File: src/rtl/ebus_pkg.sv
// Shared definitions for the Z80-style external bus master: command
// encodings, FSM state codes, parameter bounds and small op decoders.
package ebus_pkg;

  localparam logic [2:0] OP_MEMRD   = 3'd0;
  localparam logic [2:0] OP_MEMWR   = 3'd1;
  localparam logic [2:0] OP_IORD    = 3'd2;
  localparam logic [2:0] OP_IOWR    = 3'd3;
  localparam logic [2:0] OP_ACQUIRE = 3'd4;
  localparam logic [2:0] OP_RELEASE = 3'd5;

  localparam logic [3:0] ST_IDLE = 4'd0;
  localparam logic [3:0] ST_REQ  = 4'd1;
  localparam logic [3:0] ST_OWN  = 4'd2;
  localparam logic [3:0] ST_T1   = 4'd3;
  localparam logic [3:0] ST_T2   = 4'd4;
  localparam logic [3:0] ST_TW   = 4'd5;
  localparam logic [3:0] ST_T3   = 4'd6;
  localparam logic [3:0] ST_HOLD = 4'd7;
  localparam logic [3:0] ST_REL  = 4'd8;

  localparam int WAIT_STATES_MAX = 7;
  localparam int ACQ_TIMEOUT_MIN = 1;
  localparam int ACQ_TIMEOUT_MAX = 255;

  function automatic logic op_is_bus(input logic [2:0] op);
    return (op == OP_MEMRD) || (op == OP_MEMWR) || (op == OP_IORD) || (op == OP_IOWR);
  endfunction

  function automatic logic op_is_write(input logic [2:0] op);
    return (op == OP_MEMWR) || (op == OP_IOWR);
  endfunction

  function automatic logic op_is_io(input logic [2:0] op);
    return (op == OP_IORD) || (op == OP_IOWR);
  endfunction

endpackage

File: src/rtl/ebus_sync2.sv
// Two-flop synchroniser for asynchronous bus handshake inputs. The reset
// value is a parameter so inactive-high strobes come out of reset idle.
module ebus_sync2 #(
  parameter logic RST_VAL = 1'b1
) (
  input  logic clk,
  input  logic reset,
  input  logic d,
  output logic q
);

  logic meta;

  // Shift the async input through two flops before anyone looks at it
  always_ff @(posedge clk or posedge reset) begin
    if (reset) begin
      meta <= RST_VAL;
      q    <= RST_VAL;
    end else begin
      meta <= d;
      q    <= meta;
    end
  end

endmodule

File: src/rtl/ebus_cycle_master.sv
// Z80-style external bus master. Accepts acquire/release and mem/IO
// read/write commands, owns the BUSREQ/BUSACK handshake and generates
// phi-synchronous T1/T2/Tw/T3 cycles with fixed plus requested wait states.
module ebus_cycle_master
  import ebus_pkg::*;
#(
  parameter int ADDR_W      = 16,
  parameter int DATA_W      = 8,
  parameter int WAIT_STATES = 0,
  parameter int ACQ_TIMEOUT = 255
) (
  input  logic              clk,
  input  logic              reset,
  input  logic              phi_rise,
  input  logic              phi_fall,
  input  logic              cmd_valid,
  output logic              cmd_ready,
  input  logic [2:0]        cmd_op,
  input  logic [ADDR_W-1:0] cmd_addr,
  input  logic [DATA_W-1:0] cmd_wrdata,
  output logic              rsp_valid,
  output logic              rsp_err,
  output logic [DATA_W-1:0] rsp_rddata,
  output logic              busreq_n,
  input  logic              busack_n,
  input  logic              wait_n,
  output logic [ADDR_W-1:0] bus_a,
  output logic [DATA_W-1:0] bus_d_out,
  input  logic [DATA_W-1:0] bus_d_in,
  output logic              bus_a_oe,
  output logic              bus_d_oe,
  output logic              bus_rd_n,
  output logic              bus_wr_n,
  output logic              bus_mreq_n,
  output logic              bus_iorq_n
);

  // Out-of-range parameters are clamped into the supported window
  localparam int WAIT_EFF = (WAIT_STATES < 0) ? 0 :
                            (WAIT_STATES > WAIT_STATES_MAX) ? WAIT_STATES_MAX : WAIT_STATES;
  localparam int ACQ_EFF  = (ACQ_TIMEOUT < ACQ_TIMEOUT_MIN) ? ACQ_TIMEOUT_MIN :
                            (ACQ_TIMEOUT > ACQ_TIMEOUT_MAX) ? ACQ_TIMEOUT_MAX : ACQ_TIMEOUT;
  localparam logic [7:0] WAIT_LIM = 8'(WAIT_EFF);
  localparam logic [7:0] ACQ_LIM  = 8'(ACQ_EFF);

  logic              busack_s;
  logic              wait_s;
  logic [3:0]        state;
  logic [7:0]        cnt;
  logic              ready_en;
  logic              wait_hold;
  logic              done_flag;
  logic [2:0]        lat_op;
  logic [ADDR_W-1:0] lat_addr;
  logic [DATA_W-1:0] lat_data;
  logic              rise;
  logic              fall;
  logic              accept;

  ebus_sync2 #(.RST_VAL(1'b1)) u_sync_busack (
    .clk   (clk),
    .reset (reset),
    .d     (busack_n),
    .q     (busack_s)
  );

  ebus_sync2 #(.RST_VAL(1'b1)) u_sync_wait (
    .clk   (clk),
    .reset (reset),
    .d     (wait_n),
    .q     (wait_s)
  );

  // phi_rise takes priority if both strobes ever arrive together
  assign rise = phi_rise;
  assign fall = phi_fall & ~phi_rise;

  // Commands are taken only when idle or owning the bus with the grant still held,
  // so a grant loss in OWN can never swallow a command without a response
  assign cmd_ready = ready_en && ((state == ST_IDLE) || ((state == ST_OWN) && !busack_s));
  assign accept    = cmd_valid && cmd_ready;

  // Single FSM: bus handshake, T-state sequencing, strobes and responses
  always_ff @(posedge clk or posedge reset) begin
    if (reset) begin
      state      <= ST_IDLE;
      cnt        <= 8'd0;
      ready_en   <= 1'b0;
      wait_hold  <= 1'b0;
      done_flag  <= 1'b0;
      lat_op     <= OP_MEMRD;
      lat_addr   <= '0;
      lat_data   <= '0;
      rsp_valid  <= 1'b0;
      rsp_err    <= 1'b0;
      rsp_rddata <= '0;
      busreq_n   <= 1'b1;
      bus_a      <= '0;
      bus_d_out  <= '0;
      bus_a_oe   <= 1'b0;
      bus_d_oe   <= 1'b0;
      bus_rd_n   <= 1'b1;
      bus_wr_n   <= 1'b1;
      bus_mreq_n <= 1'b1;
      bus_iorq_n <= 1'b1;
    end else begin
      ready_en  <= 1'b1;
      rsp_valid <= 1'b0;
      case (state)
        ST_IDLE: begin
          if (accept) begin
            if (cmd_op == OP_ACQUIRE) begin
              busreq_n <= 1'b0;
              cnt      <= 8'd0;
              state    <= ST_REQ;
            end else begin
              rsp_valid <= 1'b1;
              rsp_err   <= (cmd_op != OP_RELEASE);
            end
          end
        end
        ST_REQ: begin
          if (!busack_s) begin
            bus_a_oe  <= 1'b1;
            rsp_valid <= 1'b1;
            rsp_err   <= 1'b0;
            state     <= ST_OWN;
          end else if (rise) begin
            if (cnt == ACQ_LIM - 8'd1) begin
              busreq_n  <= 1'b1;
              rsp_valid <= 1'b1;
              rsp_err   <= 1'b1;
              state     <= ST_IDLE;
            end else begin
              cnt <= cnt + 8'd1;
            end
          end
        end
        ST_OWN: begin
          if (busack_s) begin
            bus_a_oe <= 1'b0;
            bus_d_oe <= 1'b0;
            busreq_n <= 1'b1;
            state    <= ST_IDLE;
          end else if (accept) begin
            if (cmd_op == OP_ACQUIRE) begin
              rsp_valid <= 1'b1;
              rsp_err   <= 1'b0;
            end else if (cmd_op == OP_RELEASE) begin
              bus_a_oe <= 1'b0;
              state    <= ST_REL;
            end else if (op_is_bus(cmd_op)) begin
              lat_op   <= cmd_op;
              lat_addr <= cmd_addr;
              lat_data <= cmd_wrdata;
              cnt      <= 8'd0;
              state    <= ST_T1;
            end else begin
              rsp_valid <= 1'b1;
              rsp_err   <= 1'b1;
            end
          end
        end
        ST_T1: begin
          if (rise) begin
            if (cnt == 8'd0) begin
              bus_a <= lat_addr;
              cnt   <= 8'd1;
            end else begin
              cnt       <= 8'd0;
              wait_hold <= 1'b0;
              state     <= ST_T2;
              if (op_is_write(lat_op)) begin
                bus_wr_n  <= 1'b0;
                bus_d_oe  <= 1'b1;
                bus_d_out <= lat_data;
              end else begin
                bus_rd_n <= 1'b0;
              end
            end
          end
        end
        ST_T2: begin
          if (rise) begin
            cnt <= 8'd1;
            if ((WAIT_LIM != 8'd0) || wait_hold) begin
              state <= ST_TW;
            end else begin
              state <= ST_T3;
            end
          end else if (fall) begin
            if (op_is_io(lat_op)) begin
              bus_iorq_n <= 1'b0;
            end else begin
              bus_mreq_n <= 1'b0;
            end
            wait_hold <= !wait_s;
          end
        end
        ST_TW: begin
          if (rise) begin
            if (cnt < WAIT_LIM) begin
              cnt <= cnt + 8'd1;
            end else if (!wait_hold) begin
              state <= ST_T3;
            end
          end else if (fall) begin
            wait_hold <= !wait_s;
          end
        end
        ST_T3: begin
          if (done_flag) begin
            done_flag <= 1'b0;
            rsp_valid <= 1'b1;
            rsp_err   <= 1'b0;
            state     <= op_is_write(lat_op) ? ST_HOLD : ST_OWN;
          end else if (fall) begin
            bus_rd_n   <= 1'b1;
            bus_wr_n   <= 1'b1;
            bus_mreq_n <= 1'b1;
            bus_iorq_n <= 1'b1;
            done_flag  <= 1'b1;
            if (!op_is_write(lat_op)) begin
              rsp_rddata <= bus_d_in;
            end
          end
        end
        ST_HOLD: begin
          if (rise) begin
            bus_d_oe <= 1'b0;
            state    <= ST_OWN;
          end
        end
        ST_REL: begin
          if (rise) begin
            busreq_n  <= 1'b1;
            rsp_valid <= 1'b1;
            rsp_err   <= 1'b0;
            state     <= ST_IDLE;
          end
        end
        default: begin
          state <= ST_IDLE;
        end
      endcase
    end
  end

endmodule

File: config.mk
export PLATFORM = sky130hd
export DESIGN_NAME = ebus_cycle_master
export DESIGN_NICKNAME = d
export VERILOG_FILES = /design/src/rtl/ebus_pkg.sv /design/src/rtl/ebus_sync2.sv /design/src/rtl/ebus_cycle_master.sv
export SDC_FILE = /design/constraint.sdc
export NUM_CORES = 1
export LEC_CHECK = 0
export ABC_AREA = 0
export CAP_MARGIN = 5
export CORE_MARGIN = 1.5
export CORE_UTILIZATION = 30
export CTS_CLUSTER_SIZE = 30
export DETAILED_ROUTE_END_ITERATION = 6
export GPL_TIMING_DRIVEN = 1
export SYNTH_ARGS = -nofsm -noshare
export SYNTH_HDL_FRONTEND = slang
export SYNTH_SLANG_ARGS = --single-unit
File: constraint.sdc
create_clock -name clk -period 2.75 [get_ports clk]
set_clock_uncertainty 0.05 [all_clocks]
set_input_delay 0.275 -clock clk [delete_from_list [all_inputs] [get_ports clk]]
set_output_delay 0.275 -clock clk [all_outputs]
set_load 0.05 [all_outputs]
# Word level (Yosys, flattened, before mapping)
# Cells that the tools add are included.
[op_classes]
eq_ne = 60
n_mux = 106
bitwise = 8
n_lt_le_gt_ge = 1
addsub = 1
n_reduce_logical = 38
[ops]
columns = ["operator", "count"]
rows = [
  ["$mux 8", 14],
  ["$mux 4", 19],
  ["$mux 1", 59],
  ["$ne 2x2->1 const B", 29],
  ["$pmux 8 s6", 1],
  ["$pmux 4 s9", 1],
  ["$reduce_and 6->1", 6],
  ["$eq 4x3->1 const B", 4],
  ["$reduce_and 16->1", 1],
  ["$ne 3x3->1 const B", 5],
  ["$reduce_and 15->1", 1],
  ["$eq 3x2->1 const B", 4],
  ["$pmux 1 s2", 6],
  ["$reduce_and 11->1", 1],
  ["$ne 2x1->1 const B", 5],
  ["$pmux 1 s5", 2],
  ["$reduce_and 5->1", 2],
  ["$add 8x1->8 const B", 1],
  ["$eq 4x2->1 const B", 2],
  ["$eq 8x8->1 const B", 1],
  ["$logic_not 8->1", 1],
  ["$lt 8x1->1 const B", 1],
  ["$reduce_and 4->1", 2],
  ["$reduce_and 8->1", 1],
  ["other kinds (25)", 45],
]
[word_totals]
input_bits = 42
elab_cells = 238
register_bits = 87

# Logic depth before layout (Yosys ltp)
[depth]
depth_word = 10
ltp_mapped = 7

# Cells and area by module
# Synthesis repeated with hierarchy kept, for this count alone.
[unflattened]
hier_cells = 343
area_unflattened_um2 = 4110.2
[modules_own_cells]
columns = ["module", "seq_area_each_um2", "area_per_inst_um2", "cells_per_inst", "n_inst"]
rows = [
  ["ebus_cycle_master", 2083.2, 3997.6, 337, 1],
  ["ebus_sync2", 52.6, 56.3, 3, 2],
]

# Worst setup path before layout
# OpenSTA, ideal clock, no wires.
[synth_path]
kind = "register -> register"
from = "register state[0]"
to = "register lat_addr[15]"
t_arrival_ns = 1.897
synth_period_minus_slack_ns = 2.072
path_stages_with_launch = 7
setup_time_ns = 0.125
required_time_ns = 2.575
path_buffers = 2
slack_ns = 0.678
cell_sequence = "dfrtp_1 > buf_6 > nand2b_1 > or4_4 > nor3_4 > buf_6 > mux2_2"
[synth_via]
elab_chain_cells = 6
word_cells_on_any_way = 7
[synth_rtl]
columns = ["element", "line_no", "source"]
rows = [
  ["from (decl)", "ebus_cycle_master.sv:48", "logic [3:0] state;"],
  ["from (signal assigned)", "ebus_cycle_master.sv:216", "state <= op_is_write(lat_op) ? ST_HOLD : ST_OWN;"],
  ["$eq 4x2->1", "ebus_cycle_master.sv:80, ebus_cycle_master.sv:109", ""],
  ["$logic_and 1x1->1", "ebus_cycle_master.sv:80", "assign cmd_ready = ready_en && ((state == ST_IDLE) || ((state == ST_OWN) && !busack_s));"],
  ["$logic_or 1x1->1", "ebus_cycle_master.sv:80", ""],
  ["$logic_and 1x1->1", "ebus_cycle_master.sv:80", ""],
  ["$logic_and 1x1->1", "ebus_cycle_master.sv:81", "assign accept = cmd_valid && cmd_ready;"],
  ["$reduce_and 6->1 (no line) *", "-", ""],
  ["to (signal assigned)", "ebus_cycle_master.sv:154", "lat_addr <= cmd_addr;"],
  ["to (decl)", "ebus_cycle_master.sv:54", "logic [ADDR_W-1:0] lat_addr;"],
]
# Every way passes the cells marked *; elsewhere a longest branch is shown, timed or not.
# A chain may end at the register's enable or synchronous reset.

# Worst setup path in the final report
[layout_path]
from = "register state[1]"
to = "output cmd_ready"
[layout_via]
elab_chain_cells = 4
word_cells_on_any_way = 5
[layout_rtl]
columns = ["element", "line_no", "source"]
rows = [
  ["$eq 4x2->1", "ebus_cycle_master.sv:80", ""],
  ["$logic_and 1x1->1", "ebus_cycle_master.sv:80", ""],
  ["$logic_or 1x1->1 *", "ebus_cycle_master.sv:80", ""],
  ["$logic_and 1x1->1 *", "ebus_cycle_master.sv:80", ""],
  ["to (decl)", "ebus_cycle_master.sv:17", "output logic cmd_ready,"],
]
# Marked as above.

==> metrics <==
status complete, no violations; FP Rows between 40 and 50; clk sinks 87; vias per inst approximately 5.0; flops & latches, synth 87; final estimated routing congestion in global placement 0.891; fillers 1,304; Tmin final 2.33 ns; number of flops mapped to enable cells by yosys 0; asr flop ratio synth 1.00; # DRC 0; maxcap violations 0; Antenna Nets Post-Route 0; CTS root buf clkbuf_16; library cells used by synthesis 60; gr usage total 0.142; simple-gate share of the synthesized area 0.121; Initial Util 0.307; Wirelength per Cell 15.6 um; Post-Synth Adder-Cell Area 0.00922; number of diodes 0; clk buf depth 2; Avg Inst Size Synth 11.8 um^2; first-pass GRT wire length 16.0 mm; TritonRoute pass-1 iters 5; aggregate global routing overflow 0; fmax approximately 0.43 GHz; dpl hpwl 6.80 mm; PortBufs 83; setup bufs post-CTS 0; crit start category flip-flop; most common cell in the netlist dfrtp_1; post_cts resized 0; setup TNS 0 ns; main combinational cell family by area after synthesis multiplexers; largest net degree at the start of global routing 45; register area 0.00219 mm^2; Final Slew Violations 0; multi-input logic area 0.00174 mm^2; fin area approximately 0.0054 mm^2; full die area 0.0143 mm^2; cell area after synthesis about 0.004 mm^2; Chip Height 119 um; Synth Area in Compound Gates 0.118; Worst-Skew Late Latency 0.34 ns; area grow syn2layout 32.7%; CTS tree done; Synth area leaders dfrtp_1 48%, mux2_2 14%, dfstp_2 5.8%; vias in the first global route 3,208; Hold Slack approximately 0.21 ns; share of cells above drive strength 1 0.220; Crit path required time 2.42 ns; CP endpoint kind output port; Die X 119 um; mux share of post-synthesis cell area 0.176; H-tree Lvls 3; worst path arrival time 2.00 ns; ys flop type dfrtp_1; min-delay worst type primary input to async pin; DRT iter0 DRCs 219; Leakage Power 2.38 nW; Slew @ Worst Pin 0.780 ns; sequential area share after synthesis 0.537; Setup-failing EPs final 0; Rel. slew slack 0.475; Post-CTS Hold Buffers 0; Inserted Clock Buffers 9; crit path kind flip-flop to output port; XOR/XNOR Fraction of Synth Area 0.00215; Power per Cell Area 1070 mW/mm^2; period utilization 0.847; Power Total 0.00576 W; final wirelength 9.55 mm; top cell type's share of synthesized area 0.479; synth cell count leaders 78 x dfrtp_1, 52 x mux2_2, 20 x nand2_1; I/O pin cnt 84; nets 477; area post-placement 0.00513 mm^2; synthesized instance count 346; maximum vdd ir drop about 0.0006 V; yosys warns 0; syn_nets 391; worst-path fanout max 16; Clock transition at path regs around 0.060 ns; core area between 0.01 and 0.015 mm^2; endpoints failing hold 0; antenna violations before repair 0; Synth area leader dfrtp_1; RSZ-0062 raised after global routing false; Vias 3,093
## critical path, stage by stage, from the launching register on
cell and delay (ns):
dfrtp_1 0.55, buf_4 0.25, a2111oi_0 0.47, and2_1 0.20
buf_4 0.19
## layout by cell type, fill, tap and decap left out, types with 4 or more instances in the layout
master	count
clkdlybuf4s50_1	82
dfrtp_1	78
mux2_2	52
nand2_1	20
o21ai_0	17
nor2_1	15
a21oi_1	10
mux2_1	10
buf_4	10
inv_1	9
dfstp_2	9
clkbuf_16	9
nand3_1	8
a31oi_1	8
nor3_1	7
nand4_1	7
nand2b_1	6
nor2b_1	5
a22oi_1	4
nor4_1	4
## state kept, by name, indices dropped and copies added (netlist names), 3 cells and up
signal,count
state,4
lat_op,3
lat_addr,16
cnt,8
rsp_rddata,8
bus_a,16
bus_d_out,8
lat_data,8
## path summary, 6_finish.rpt
path / start / endpoint / slack [ns] / depth (start not counted)
worst max-delay path: state[1] / cmd_ready / 0.42 / 4
worst min-delay path: reset / bus_a[7] / 0.21 / 2
worst max register to register: state[2] / rsp_rddata[1] / 0.44 / 4
worst min register to register: u_sync_busack.meta / u_sync_busack.q / 0.31 / 0
max in group asynchronous: reset / u_sync_busack.q / 1.76 / 3
min in group clk: busack_n / u_sync_busack.meta / 0.29 / 1
## cells by family (layout without fill, tap and decap cells)
kind of cell	Yosys count	in the layout
adder cells (fa/ha/maj)	3	3
buffers and inverters	29	120
XOR/XNOR	1	1
other	1	1
flip-flops	87	87
AO/OA/AOI/OAI	71	71
AND/OR/NAND/NOR	90	90
multiplexers	64	64
## report_power, final
part	internal (W)	total, W	switching [W]
clock	0.000616	0.00113	0.000509
combinational	0.00106	0.00261	0.00155
sequential	0.00171	0.00203	0.000319
## per-layer routing
| layer | global-route usage | routed length, um | up-vias | share of wire |
|---|---|---|---|---|
| met5 | 0 | 0 | - | 0 |
| met4 | 0.0365 | 110 | 0 | 0.012 |
| met3 | 0.0670 | 855 | 11 | 0.090 |
| met2 | 0.226 | 4560 | 119 | 0.48 |
| met1 | 0.174 | 4020 | 1523 | 0.42 |
| li1 | - | - | 1440 | - |
## cell type report
type                       instances  share of cell area
tap                              176              0.0408
inverter                          10             0.00718
clock inverter                     6             0.00857
timing repair buffer              94               0.173
sequential                        87               0.405
multi-input combinational        230               0.323
clock buffer                      10              0.0424
## through the flow
stage / instances / util / setup slack (ns)
2_1_floorplan: 346 / - / 0.190
3_3_place_gp: 597 / 0.387 / 0.326
3_5_place_dp: 597 / 0.387 / 0.298
4_1_cts: 613 / 0.408 / 0.405
5_1_grt: 613 / 0.408 / 0.279
6_report: 613 / 0.408 / 0.421
Power figures use the tool's default switching activity.
